$ cat config.mk
export PLATFORM = sky130hd
export DESIGN_NAME = fetch_stage_flat
export DESIGN_NICKNAME = d
export VERILOG_FILES = /design/src/rtl/fetch_stage_if.sv /design/src/rtl/fetch_stage.sv /design/src/flat_wrapper.sv
export SDC_FILE = /design/constraint.sdc
export NUM_CORES = 1
export LEC_CHECK = 0
export CAP_MARGIN = 20
export CORE_MARGIN = 8
export CORE_UTILIZATION = 43
export DETAILED_ROUTE_END_ITERATION = 10
export PLACE_DENSITY = 0.68
export SLEW_MARGIN = 20
export SYNTH_ARGS = -nofsm -noshare
export SYNTH_HDL_FRONTEND = slang
export SYNTH_SLANG_ARGS = --single-unit
$ cat constraint.sdc
create_clock -name clk -period 3.3 [get_ports clk]
set_clock_uncertainty 0.1 [all_clocks]
set_input_delay 0.99 -clock clk [delete_from_list [all_inputs] [get_ports clk]]
set_output_delay 0.99 -clock clk [all_outputs]
set_load 0.02 [all_outputs]
$ cat src/rtl/fetch_stage_if.sv
// Signal bundle between the fetch stage, instruction memory and decode.
// The master side is the fetch stage; the slave side is the memory/pipeline environment.
interface fetch_stage_if #(
   parameter int unsigned PC_W    = 64,
   parameter int unsigned INSTR_W = 32
);
   logic               stall;
   logic               branch_taken;
   logic [PC_W-1:0]    branch_target;
   logic [PC_W-1:0]    imem_addr;
   logic [INSTR_W-1:0] imem_rdata;
   logic [PC_W-1:0]    ifid_pc;
   logic [INSTR_W-1:0] ifid_instr;
   logic               ifid_valid;

   modport master (
      input  stall, branch_taken, branch_target, imem_rdata,
      output imem_addr, ifid_pc, ifid_instr, ifid_valid
   );

   modport slave (
      output stall, branch_taken, branch_target, imem_rdata,
      input  imem_addr, ifid_pc, ifid_instr, ifid_valid
   );
endinterface

$ cat src/rtl/fetch_stage.sv
// Instruction-fetch stage: owns the PC, pairs synchronous imem responses with their PC,
// and feeds the IF/ID register through a one-entry skid buffer that absorbs decode stalls.
module fetch_stage #(
   parameter int unsigned          PC_W      = 64,
   parameter int unsigned          INSTR_W   = 32,
   parameter logic [PC_W-1:0]      RESET_PC  = '0,
   parameter logic [INSTR_W-1:0]   NOP_INSTR = '0
) (
   input logic              clk,
   input logic              reset,
   fetch_stage_if.master    bus
);
   localparam logic [PC_W-1:0] PcStep = PC_W'(4);

   logic [PC_W-1:0]    pc_q, pc_d;
   logic               req_valid_q, req_valid_d;
   logic [PC_W-1:0]    req_pc_q, req_pc_d;
   logic               skid_valid_q, skid_valid_d;
   logic [PC_W-1:0]    skid_pc_q, skid_pc_d;
   logic [INSTR_W-1:0] skid_instr_q, skid_instr_d;
   logic               ifid_valid_q, ifid_valid_d;
   logic [PC_W-1:0]    ifid_pc_q, ifid_pc_d;
   logic [INSTR_W-1:0] ifid_instr_q, ifid_instr_d;

   always_comb begin
      pc_d         = pc_q;
      req_valid_d  = req_valid_q;
      req_pc_d     = req_pc_q;
      skid_valid_d = skid_valid_q;
      skid_pc_d    = skid_pc_q;
      skid_instr_d = skid_instr_q;
      ifid_valid_d = ifid_valid_q;
      ifid_pc_d    = ifid_pc_q;
      ifid_instr_d = ifid_instr_q;

      if (bus.branch_taken) begin
         // Redirect wins over stall: drop the in-flight response and any skid entry.
         pc_d         = bus.branch_target;
         req_valid_d  = 1'b0;
         skid_valid_d = 1'b0;
         ifid_valid_d = 1'b0;
         ifid_instr_d = NOP_INSTR;
      end else if (bus.stall) begin
         // Re-presenting the held address is not a new request.
         req_valid_d = 1'b0;
         if (req_valid_q && !skid_valid_q) begin
            skid_valid_d = 1'b1;
            skid_pc_d    = req_pc_q;
            skid_instr_d = bus.imem_rdata;
         end
      end else begin
         if (skid_valid_q) begin
            ifid_valid_d = 1'b1;
            ifid_pc_d    = skid_pc_q;
            ifid_instr_d = skid_instr_q;
         end else if (req_valid_q) begin
            ifid_valid_d = 1'b1;
            ifid_pc_d    = req_pc_q;
            ifid_instr_d = bus.imem_rdata;
         end else begin
            ifid_valid_d = 1'b0;
            ifid_instr_d = NOP_INSTR;
         end
         skid_valid_d = 1'b0;
         req_valid_d  = 1'b1;
         req_pc_d     = pc_q;
         pc_d         = pc_q + PcStep;
      end
   end

   always_ff @(posedge clk) begin
      if (reset) begin
         pc_q         <= RESET_PC;
         req_valid_q  <= 1'b0;
         req_pc_q     <= '0;
         skid_valid_q <= 1'b0;
         skid_pc_q    <= '0;
         skid_instr_q <= NOP_INSTR;
         ifid_valid_q <= 1'b0;
         ifid_pc_q    <= '0;
         ifid_instr_q <= NOP_INSTR;
      end else begin
         pc_q         <= pc_d;
         req_valid_q  <= req_valid_d;
         req_pc_q     <= req_pc_d;
         skid_valid_q <= skid_valid_d;
         skid_pc_q    <= skid_pc_d;
         skid_instr_q <= skid_instr_d;
         ifid_valid_q <= ifid_valid_d;
         ifid_pc_q    <= ifid_pc_d;
         ifid_instr_q <= ifid_instr_d;
      end
   end

   assign bus.imem_addr  = pc_q;
   assign bus.ifid_valid = ifid_valid_q;
   assign bus.ifid_pc    = ifid_pc_q;
   assign bus.ifid_instr = ifid_instr_q;
endmodule

$ cat src/flat_wrapper.sv
// flat-port wrapper written by rule: the top's interface ports become plain ports
module fetch_stage_flat 
#(
   parameter int unsigned          PC_W      = 64,
   parameter int unsigned          INSTR_W   = 32,
   parameter logic [PC_W-1:0]      RESET_PC  = '0,
   parameter logic [INSTR_W-1:0]   NOP_INSTR = '0
)
  (clk, reset, bus_stall, bus_branch_taken, bus_branch_target, bus_imem_rdata, bus_imem_addr, bus_ifid_pc, bus_ifid_instr, bus_ifid_valid);
  fetch_stage_if #(.PC_W(PC_W), .INSTR_W(INSTR_W)) bus_i ();
  input logic clk;
  input logic reset;
  input wire logic [$bits(bus_i.stall)-1:0] bus_stall;
  input wire logic [$bits(bus_i.branch_taken)-1:0] bus_branch_taken;
  input wire logic [$bits(bus_i.branch_target)-1:0] bus_branch_target;
  input wire logic [$bits(bus_i.imem_rdata)-1:0] bus_imem_rdata;
  output wire logic [$bits(bus_i.imem_addr)-1:0] bus_imem_addr;
  output wire logic [$bits(bus_i.ifid_pc)-1:0] bus_ifid_pc;
  output wire logic [$bits(bus_i.ifid_instr)-1:0] bus_ifid_instr;
  output wire logic [$bits(bus_i.ifid_valid)-1:0] bus_ifid_valid;
  assign bus_i.stall = bus_stall;
  assign bus_i.branch_taken = bus_branch_taken;
  assign bus_i.branch_target = bus_branch_target;
  assign bus_i.imem_rdata = bus_imem_rdata;
  assign bus_imem_addr = bus_i.imem_addr;
  assign bus_ifid_pc = bus_i.ifid_pc;
  assign bus_ifid_instr = bus_i.ifid_instr;
  assign bus_ifid_valid = bus_i.ifid_valid;
  fetch_stage #(.PC_W(PC_W), .INSTR_W(INSTR_W), .RESET_PC(RESET_PC), .NOP_INSTR(NOP_INSTR)) u_core (.clk(clk), .reset(reset), .bus(bus_i));
endmodule
* After elaboration in Yosys (flattened, before gate mapping)
Index checks and enable logic that the tools add are counted.
Word-level totals: bits in latches 0, memories 0, logic and storage cells 30, bits of input ports 100, output and inout port bits 161, register bits 323, bits in writable memories 0, memory bits (read-only) 0
Operators by class: equal/unequal tests 1, multiplexer cells 9, divide/modulo/power cells 0, bitwise operators 2, multiply operators 0, $add $sub $neg 1, magnitude comparators 0, reduce and logical (&&, ||, !) cells 8, shift operators 0
Operator list (count):
- 64-bit 2-to-1 mux | 4
- 64-bit by 3-bit adder with 64-bit output, second input constant | 1
- 32-bit 2-to-1 mux | 2
- 3-bit AND reduction | 2
- 1-bit 2-to-1 mux | 3
- 3-bit OR reduction | 1
- 2-bit by 1-bit inequality test with 1-bit output, second input constant | 1
- 1-bit NOT | 2
- 2-bit AND reduction | 1
- 2-bit nonzero test | 1
- 2-bit OR reduction | 1
- 1-bit logical AND | 1
- 1-bit zero test | 1

* Longest topological paths before layout
depth after elaboration 3, gate-level depth with buffers 9, gate-level depth less buffers 7

* Worst setup path before layout
Ideal clock, no wire load.
path type in2reg, from input port bus_branch_taken, to register u_core.pc_q[40], in the netlist u_core.bus.imem_addr[40], data required time 3130 ps, stages 9, buffers on the path 3, arrival time 2717 ps, setup time 70 ps, slack 412 ps, cell sequence buf_2 -> or2_1 -> clkbuf_1 -> or3_1 -> or4_1 -> buf_6 -> nor4_4 -> a21oi_1 -> a21oi_1
Between the ends: cells in the longest elaborated chain, start to end 1, elaborated cells on any way between the ends 2, classes of those cells 1 x eq/ne; 1 x mux
RTL lines:
- from (decl) | RTL line flat_wrapper.sv:14 | input wire logic [$bits(bus_i.branch_taken)-1:0] bus_branch_taken;
- 2-bit by 1-bit inequality test with 1-bit output (no line) / 64-bit 2-to-1 mux (equally long branches)
- to (signal assigned) | RTL line fetch_stage.sv:83 | pc_q <= pc_d;
- to (decl) | RTL line fetch_stage.sv:15 | logic [PC_W-1:0] pc_q, pc_d;
Parallel ways exist; a longest one is shown, timed or not. A chain may end at the register's enable or synchronous reset.

* Worst setup path after layout
from register u_core.pc_q[43], in the netlist u_core.bus.imem_addr[43], to output port bus_imem_addr[43]
RTL lines:
- to (decl) | RTL line flat_wrapper.sv:17 | output wire logic [$bits(bus_i.imem_addr)-1:0] bus_imem_addr;
No word-level cell between the ends.

==> impl_metrics.tcl <==
set metrics [dict create \
    wire_per_inst_um 18.4 \
    cp_top_family "buffers and inverters" \
    yosysWarnings 0 \
    drc_errors 0 \
    drt_iter0_markers 985 \
    start_kind "flip-flop" \
    final_cell_mix "nand2_1, dfxtp_1, a21oi_1, clkdlybuf4s50_1, nor2_1" \
    ys_types 47 \
    syn_area_mm2 0.0136 \
    ctsRootBufferMaster "clkbuf_16" \
    fp.dieW_um 194 \
    worst_slew_pin_slew_ns 0.844 \
    slew_viol_final 0 \
    dieArea_mm2 0.0375 \
    timing.rr.end "u_core.bus.imem_addr[61]" \
    final-setup-viol-count 0 \
    mostFrequentLayoutCell "nand2_1" \
    whs_path_depth 2 \
    clock_sinks 323 \
    p_per_area_mw_per_mm2 494 \
    reg2reg_slack_ns 0.65 \
    critical_path_required_ns 2.21 \
    tns_ns 0 \
    cp_slowest_cell "clkdlybuf4s50_1" \
    clkTransAtPathRegs_ns 0.06 \
    cts_buffer_depth 3 \
    finalPower_w 0.00872 \
    coreArea_mm2 0.0313 \
    syn-mean-instance-area_um2 7.90 \
    hold_end "u_core.skid_pc_q[60]" \
    worstRegToRegCells 6 \
    finalHoldViolCount 0 \
    power.leakage_nw 5.63 \
    ys_ff_latch 323 \
    grt_pass1_wl_um 67900 \
    nFillCells 2842 \
    crit_chain "clkdlybuf4s50_1" \
    syn_inst 1716 \
    cts_setup_buffers 0 \
    max_cap_violations 0 \
    grt_max_degree 86 \
    peakVddDrop_v 0.000320 \
    grt_overflow 0 \
    finalNonFillerCells 2339 \
    layout_min_cycle_time_ns 2.91 \
    drt_wl_total_um 43000 \
    antenna_found_initial 1 \
    gp_congestion 0.890 \
    outcome "complete, no violations" \
    rsz0062_at_grt "false" \
    clk_latency_ns 0.51 \
    hpwl_um 28800 \
    dp.cells 2278 \
    finalCritPeriodShare 0.881 \
    syn_nets 1817 \
    fmax_mhz 344 \
    slowest_delay_ns 0.70 \
    nNetsFinal 2015 \
    initial_utilization 0.433 \
    fin_util 0.563 \
    path_max_fanout 8 \
    hp-start "u_core.skid_pc_q[60]" \
    synth_edf_count 0 \
    drive_above_1_share 0.0553 \
    vias 12798 \
    die_h_um 194 \
    slew_headroom 0.437 \
    syn_to_final_growth_pct 30.1 \
    end_kind "output pin" \
    grt_pass1_vias 12173 \
    crit_arrival_ns 1.82 \
    port_buffers 260 \
    hold_buffers 0 \
    synth_flop_cell "dfxtp_1" \
    yosysSeqAreaShare 0.477 \
    vias_per_cell 5.47 \
    grt_usage 0.219 \
    path_buf_inv 1 \
    num_io_pins 261 \
    reg2reg_from "u_core.bus.imem_addr[18]" \
    ant_nets 0 \
    dr.pass1.iters 8 \
    rows 65 \
    cts_htree_levels 2 \
    cts_resized 0 \
    async_reset_ff_frac 0 \
    hp-class "reg -> reg" \
    cts_tree "done" \
    worst-setup-path-type "reg -> out" \
    cts_buffers 36 \
]
## cells in the mapped netlist (2+ instances only)
cell type | number | area, um^2
nand2_1 | 411 | 1540
dfxtp_1 | 323 | 6470
a21oi_1 | 258 | 1290
nor2_1 | 222 | 833
clkbuf_1 | 103 | 387
a211oi_1 | 83 | 623
mux2i_1 | 75 | 751
xnor2_1 | 31 | 272
nand4_1 | 28 | 175
nand3_1 | 27 | 135
nor3_1 | 23 | 115
buf_1 | 21 | 78.8
xor2_1 | 9 | 78.8
o211ai_1 | 8 | 60.1
or3_1 | 8 | 50.1
nor4_2 | 7 | 87.6
or4_1 | 7 | 52.6
a31oi_1 | 6 | 37.5
and3_1 | 6 | 37.5
nor4_1 | 6 | 37.5
inv_1 | 5 | 18.8
nand4b_1 | 5 | 43.8
and2_1 | 4 | 25.0
buf_2 | 4 | 20.0
a221oi_1 | 3 | 26.3
nor4_4 | 3 | 63.8
o311ai_0 | 3 | 26.3
or2_2 | 3 | 18.8
and4_1 | 2 | 17.5
buf_6 | 2 | 22.5
nand3_2 | 2 | 20.0
o21ai_0 | 2 | 10.0
o22ai_1 | 2 | 12.5
## report_power, final
part / internal, W / switching [W] / total [W] / leakage (nW)
combinational: 0.000353 / 0.000430 / 0.000783 / 2.46
clock: 0.00225 / 0.00154 / 0.00379 / 0.552
sequential: 0.00400 / 0.000139 / 0.00414 / 2.62
## worst max path at each step
stage | cells after the start | endpoint | slack, ns | startpoint
5_1_grt | 1 | bus_imem_addr[43] | 0.38 | u_core.bus.imem_addr[43]
4_1_cts | 1 | bus_imem_addr[43] | 0.38 | u_core.bus.imem_addr[43]
6_report | 1 | bus_imem_addr[43] | 0.39 | u_core.bus.imem_addr[43]
3_3_place_gp | 7 | u_core.bus.imem_addr[40] | 0.22 | bus_stall
3_5_place_dp | 7 | u_core.bus.imem_addr[40] | 0.18 | bus_stall
2_1_floorplan | 9 | u_core.bus.imem_addr[40] | 0.41 | bus_branch_taken
## worst reg2reg max path, delay by kind of cell (launching register included)
| kind | cells | cell delay (ns) |
|---|---|---|
| xor+xnor | 1 | 0.10 |
| compound gates | 1 | 0.23 |
| flops | 1 | 0.48 |
| simple gates | 4 | 1.65 |
## cell families after synthesis
logic type | share of synthesized area
xor gates and xnor gates | 0.0258
and+or+nand+nor | 0.245
buffers and inverters | 0.0391
muxes | 0.0554
DFF | 0.477
adders and majority gates | 0.000923
AOI/OAI and AO/OA | 0.157
## stage by stage
stage                     setup WS, ns  area, um^2  hold WS (ns)
after floorplan                  0.412       13600         0.336
after global placement           0.217       16500         0.341
after detailed placement         0.181       16500         0.346
after CTS                        0.377       17600         0.354
after global routing             0.385       17600         0.368
final                            0.391       17600         0.352
## layout make-up
| type | count | area [um^2] | area share |
|---|---|---|---|
| Multi-Input combinational cell | 1257 | 6590 | 0.374 |
| Inverter | 6 | 22.5 | 0.00128 |
| Clock buffer | 55 | 1080 | 0.0614 |
| Tap cell | 402 | 503 | 0.0285 |
| Clock inverter | 5 | 32.5 | 0.00184 |
| Antenna cell | 1 | 2.50 | 0.000142 |
| Sequential cell | 323 | 6470 | 0.367 |
| Timing Repair Buffer | 290 | 2940 | 0.166 |
## state kept, by name, summed over array words and instances, names as in the netlist
| register | count |
|---|---|
| u_core.bus.ifid_pc | 64 |
| u_core.skid_instr_q | 32 |
| u_core.skid_pc_q | 64 |
| u_core.bus.imem_addr | 64 |
| u_core.req_pc_q | 64 |
| u_core.bus.ifid_valid | 1 |
| u_core.req_valid_q | 1 |
| u_core.skid_valid_q | 1 |
| u_core.bus.ifid_instr | 32 |
## metal layers
metal  global-route usage  share of wire  vias up
met5                    0              0        -
met4               0.0795          0.031        0
met3               0.0444          0.067       89
met2                0.358           0.47      453
met1                0.284           0.44     6010
li1                     -              -     6246
(Power assumes the default switching activity.)
==> variant 1: new RTL, same settings <==
`PC_W` is set to 64 in 3 places; all go to 96.
--- a/src/rtl/fetch_stage_if.sv
+++ b/src/rtl/fetch_stage_if.sv
@@ -2,5 +2,5 @@
 // The master side is the fetch stage; the slave side is the memory/pipeline environment.
 interface fetch_stage_if #(
-   parameter int unsigned PC_W    = 64,
+   parameter int unsigned PC_W    = 96,
    parameter int unsigned INSTR_W = 32
 );
--- a/src/rtl/fetch_stage.sv
+++ b/src/rtl/fetch_stage.sv
@@ -2,5 +2,5 @@
 // and feeds the IF/ID register through a one-entry skid buffer that absorbs decode stalls.
 module fetch_stage #(
-   parameter int unsigned          PC_W      = 64,
+   parameter int unsigned          PC_W      = 96,
    parameter int unsigned          INSTR_W   = 32,
    parameter logic [PC_W-1:0]      RESET_PC  = '0,
--- a/src/flat_wrapper.sv
+++ b/src/flat_wrapper.sv
@@ -2,5 +2,5 @@
 module fetch_stage_flat 
 #(
-   parameter int unsigned          PC_W      = 64,
+   parameter int unsigned          PC_W      = 96,
    parameter int unsigned          INSTR_W   = 32,
    parameter logic [PC_W-1:0]      RESET_PC  = '0,
Ports: changed (resized bus_branch_target, bus_ifid_pc and bus_imem_addr); port bits go from 261 to 357. No check against the original RTL was run, so the function may have changed too.
==> variant 1 against the original RTL <==
Final area grew 47%. Sequential cell count up 128. Worst setup slack got worse by 140 ps. Power is 44% higher. Register-to-register slack got worse by 350 ps. Combinational power is 67% higher. Routed wire length increased by 72%. Area after synthesis increased by 46%. Hold slack worse by 0.58 ps. First-iteration DRC count grew 85%. Largest cell class unchanged.
==> variant 1: results (changes against the original RTL) <==
[outcome]
status=complete, no violations

[place]
dp_slack_ps=-23.5  ; -205 ps
dp_hpwl_um=52200  ; +81%
gp_congestion=0.946  ; +6.3%
io_buffer_count=356  ; +37%
dpl_cell_area_um2=24400  ; +48%

[layout]
fillCellCount=4179  ; +47%
final_util_pct=57.3  ; +0.96 points
nets=2967  ; +47%
layout-drive-gt1-share_pct=7.78  ; +2.3 points

[global_routing]
antenna_found_initial=3  ; +2
grt_max_degree=170  ; +98%
grtUsageTotal_pct=26.4  ; +4.5 points
first_global_vias=19000  ; +56%
grt_pass1_wl_um=113000  ; +66%

[setup_path]
endpoint=bus_imem_addr[61]
r2r-start=u_core.bus.imem_addr[47]
r2r_setup_slack_ps=300  ; -350 ps
crit_fanout=9  ; +1
cp-startpoint=u_core.bus.imem_addr[61]
worst_r2r_path_depth=5  ; -1
r2r-end=u_core.bus.imem_addr[92]
worstPathArrival_ps=1960  ; +140 ps

[detailed_routing]
first_pass_iters=5  ; -3
routedWlPerCell_um=21.3  ; +16%
drtIter0Drc=1822  ; +85%
via_per_inst=5.77  ; +5.5%
routed_wl_um=74000  ; +72%

[yosys]
synth.distinct_cells=58  ; +23%
syn-num-nets=2639  ; +45%
seq_area_frac_synth_pct=45.6  ; -2.1 points
avgSynthCellArea_um2=7.90  ; about the same
synth.area.top_cells=dfxtp_1 (46%), nand2_1 (11%), a21oi_1 (7.7%)
yosys-top-cells-count=nand2_1 (582), dfxtp_1 (451), a21oi_1 (305), nor2_1 (220), clkbuf_1 (164)

[timing]
max-slew-margin-rel_pct=31.0  ; -13 points
hold-worst-slack_ps=351  ; -0.576 ps
worst_slack_ps=249  ; -142 ps

[power]
p_switching_mw=3.17  ; +50%
p_seq_mw=5.77  ; +39%
p_leak_nw=8.09  ; +44%
p_clk_share_pct=43.7  ; +0.2 points
switching_share_pct=25.2  ; +1.0 points
ir_drop_mv=0.402  ; +26%

[min_path]
min_from=u_core.skid_pc_q[92]
whs_endpoint=u_core.skid_pc_q[92]

[clock_tree]
cts_resized=0  ; unchanged
clk_latency_ps=590  ; +80 ps
cts_buffers=48  ; +33%

[variant 1: logic make-up (layout without fill, tap and decap cells)]
logic type | count (synthesis) | in the layout | share of synthesized area [%]
flip-flops | 451 | 451 | 45.6
buffers and inverters | 224 | 584 | 4.33
AO/OA/AOI/OAI | 544 | 544 | 16.8
adder cells (fa/ha/maj) | 1 | 1 | 0.0632
other | 0 | 3 | 0
multiplexers | 103 | 103 | 5.22
AND/OR/NAND/NOR | 1153 | 1153 | 26.7
XOR/XNOR | 30 | 30 | 1.33
[variant 1: final cells by class]
type                            count  area share, %
Multi-Input combinational cell   1831           38.2
Sequential cell                   451           34.7
Timing Repair Buffer              480           17.7
Clock buffer                       67           5.21
Tap cell                          600           2.89
Clock inverter                     15          0.852
Inverter                           22          0.322
Antenna cell                        3         0.0289
[variant 1: metal layers]
metal	vias to the layer above	track usage (%)	wire length [um]
met1	9561	34.4	31100
met5	-	0	0
li1	9499	-	-
met2	835	43.3	34800
met4	0	8.57	1870
met3	122	5.47	6300
==> variant 2: new RTL, same settings <==
Without the edit above. Reset style: asynchronous (`reset`), changed in one clocked block.
--- a/src/rtl/fetch_stage.sv
+++ b/src/rtl/fetch_stage.sv
@@ -69,5 +69,5 @@
    end
 
-   always_ff @(posedge clk) begin
+   always_ff @(posedge clk or posedge reset) begin
       if (reset) begin
          pc_q         <= RESET_PC;
Behaviour: differs if reset is asserted again (counterexample within 4 cycles, from zero or initial values and one cycle with reset high); with reset held inactive, the same outputs for 4 cycles.
==> variant 2 against the original RTL <==
Worst setup slack improved by 48 ps. Final area rose by 7.4%. Via count fell by 15%. Routed wire length fell by 8.2%. Sequential cell count did not move. Area after synthesis rose by 5.3%. Final cell count fell by 14%. Highest routed layer is now met5.
Power is not compared: it rests on default switching activity, and its combinational part moved more than twofold at a synthesized area within 25%.
==> variant 2: results (changes against the original RTL) <==
[clock_tree]
clk_path_buf_depth=3  ; unchanged
cts_buffers=37  ; +2.8%

[yosys]
seq_area_frac_synth_pct=56.6  ; +8.9 points
yosys-top-cells-count=dfrtp_1 (323), mux2_2 (162), nor2_1 (131), a21oi_1 (128), nand2_1 (96)
async_reset_ff_share_pct=100  ; +100 points
synth.area.top_cells=dfrtp_1 (57%), mux2_2 (13%), mux2i_1 (4.7%)
syn-num-nets=1382  ; -24%
ys.flop_type=dfrtp_1
ys.warnings.count=0  ; unchanged
synth.distinct_cells=37  ; -21%

[layout]
multi_input_area_um2=5870  ; -11%
buffers=299  ; +3.1%
nets=1635  ; -19%
nonClockInverterCount=9  ; +3
n_antenna_cell=3  ; +2
clk_share_pct=7.16  ; +0.83 points
layout-drive-gt1-share_pct=17.7  ; +12 points
seq-cell-share_pct=42.7  ; +6.0 points
buf_share_pct=16.0  ; -0.61 points
nClkBuffers=45  ; -18%
fillCellCount=2709  ; -4.7%
comb.multi_input.count=864  ; -31%

[detailed_routing]
routed-wl-met2_um=18400  ; -8.1%
vias=10800  ; -15%
wl_met1_um=16800  ; -10%
highest_layer=met5
first_pass_iters=5  ; -3
drtIter0Drc=689  ; -30%
routed-wl-met3_um=3000  ; +4.1%
routed_wl_um=39400  ; -8.2%

[global_routing]
antenna_found_initial=4  ; +3
use_met1_pct=26.3  ; -2.1 points
grt_pass1_wl_um=62200  ; -8.3%
first_global_vias=10900  ; -11%
grt_use_met2_pct=31.4  ; -4.4 points
grtUsageTotal_pct=19.9  ; -2.0 points
met3_usage_pct=5.14  ; +0.70 points
grt_max_degree=101  ; +17%

[place]
dp_slack_ps=337  ; +156 ps
io_buffer_count=260  ; unchanged
gp_congestion=0.808  ; -9.2%
dp_hpwl_um=27100  ; -5.9%

[flow_run]
drv_cap=0  ; unchanged

[setup_path]
worstPathArrival_ps=1770  ; -50 ps

[power]
p_clk_share_pct=36.6
ir_drop_mv=0.349

[min_path]
hold_depth=1  ; -1
hold_path.class=register to register

[outcome]
status=complete, no violations

[timing]
max-slew-margin-rel_pct=54.4  ; +11 points

==> variant 2: cell types whose count changed after synthesis, moves of 36 or more <==
cell / unedited run / this run
clkbuf_1: 103 / 67
dfxtp_1: 323 / 0
nor2_1: 222 / 131
nand2_1: 411 / 96
o21ai_0: 2 / 46
a211oi_1: 83 / 0
a21oi_1: 258 / 128
mux2_2: 0 / 162
dfrtp_1: 0 / 323
==> variant 2: metrics by stage <==
step           power (mW)  cell area, um2  instances
5_1_grt              12.9           18900       2002
3_3_place_gp         7.82           17600       1937
4_1_cts              12.5           18900       1999
3_5_place_dp         7.90           17600       1937
2_1_floorplan        6.70           14300       1281
6_report             12.3           18900       2002
==> variant 2: cell families (layout without fill, tap and decap cells) <==
| kind of cell | after synthesis | after routing | synth area share (%) |
|---|---|---|---|
| and+or+nand+nor | 392 | 392 | 13.4 |
| DFF | 323 | 323 | 56.6 |
| muxes | 229 | 229 | 17.5 |
| AOI/OAI and AO/OA | 208 | 208 | 7.79 |
| buffers and inverters | 94 | 370 | 2.54 |
| xor gates and xnor gates | 34 | 34 | 2.09 |
| adders and majority gates | 1 | 1 | 0.0876 |
| other | 0 | 3 | 0 |
==> variant 2: worst paths after layout <==
kind / from / endpoint / slack, ps
max: u_core.bus.imem_addr[41] / bus_imem_addr[41] / 440
min reg2reg: u_core.skid_pc_q[47] / u_core.skid_pc_q[47] / 400
max reg2reg: u_core.bus.imem_addr[7] / u_core.bus.imem_addr[61] / 760
min: u_core.skid_pc_q[47] / u_core.skid_pc_q[47] / 400
min in group asynchronous: reset / u_core.bus.ifid_pc[44] / 750
max in group asynchronous: reset / u_core.bus.imem_addr[1] / 1530
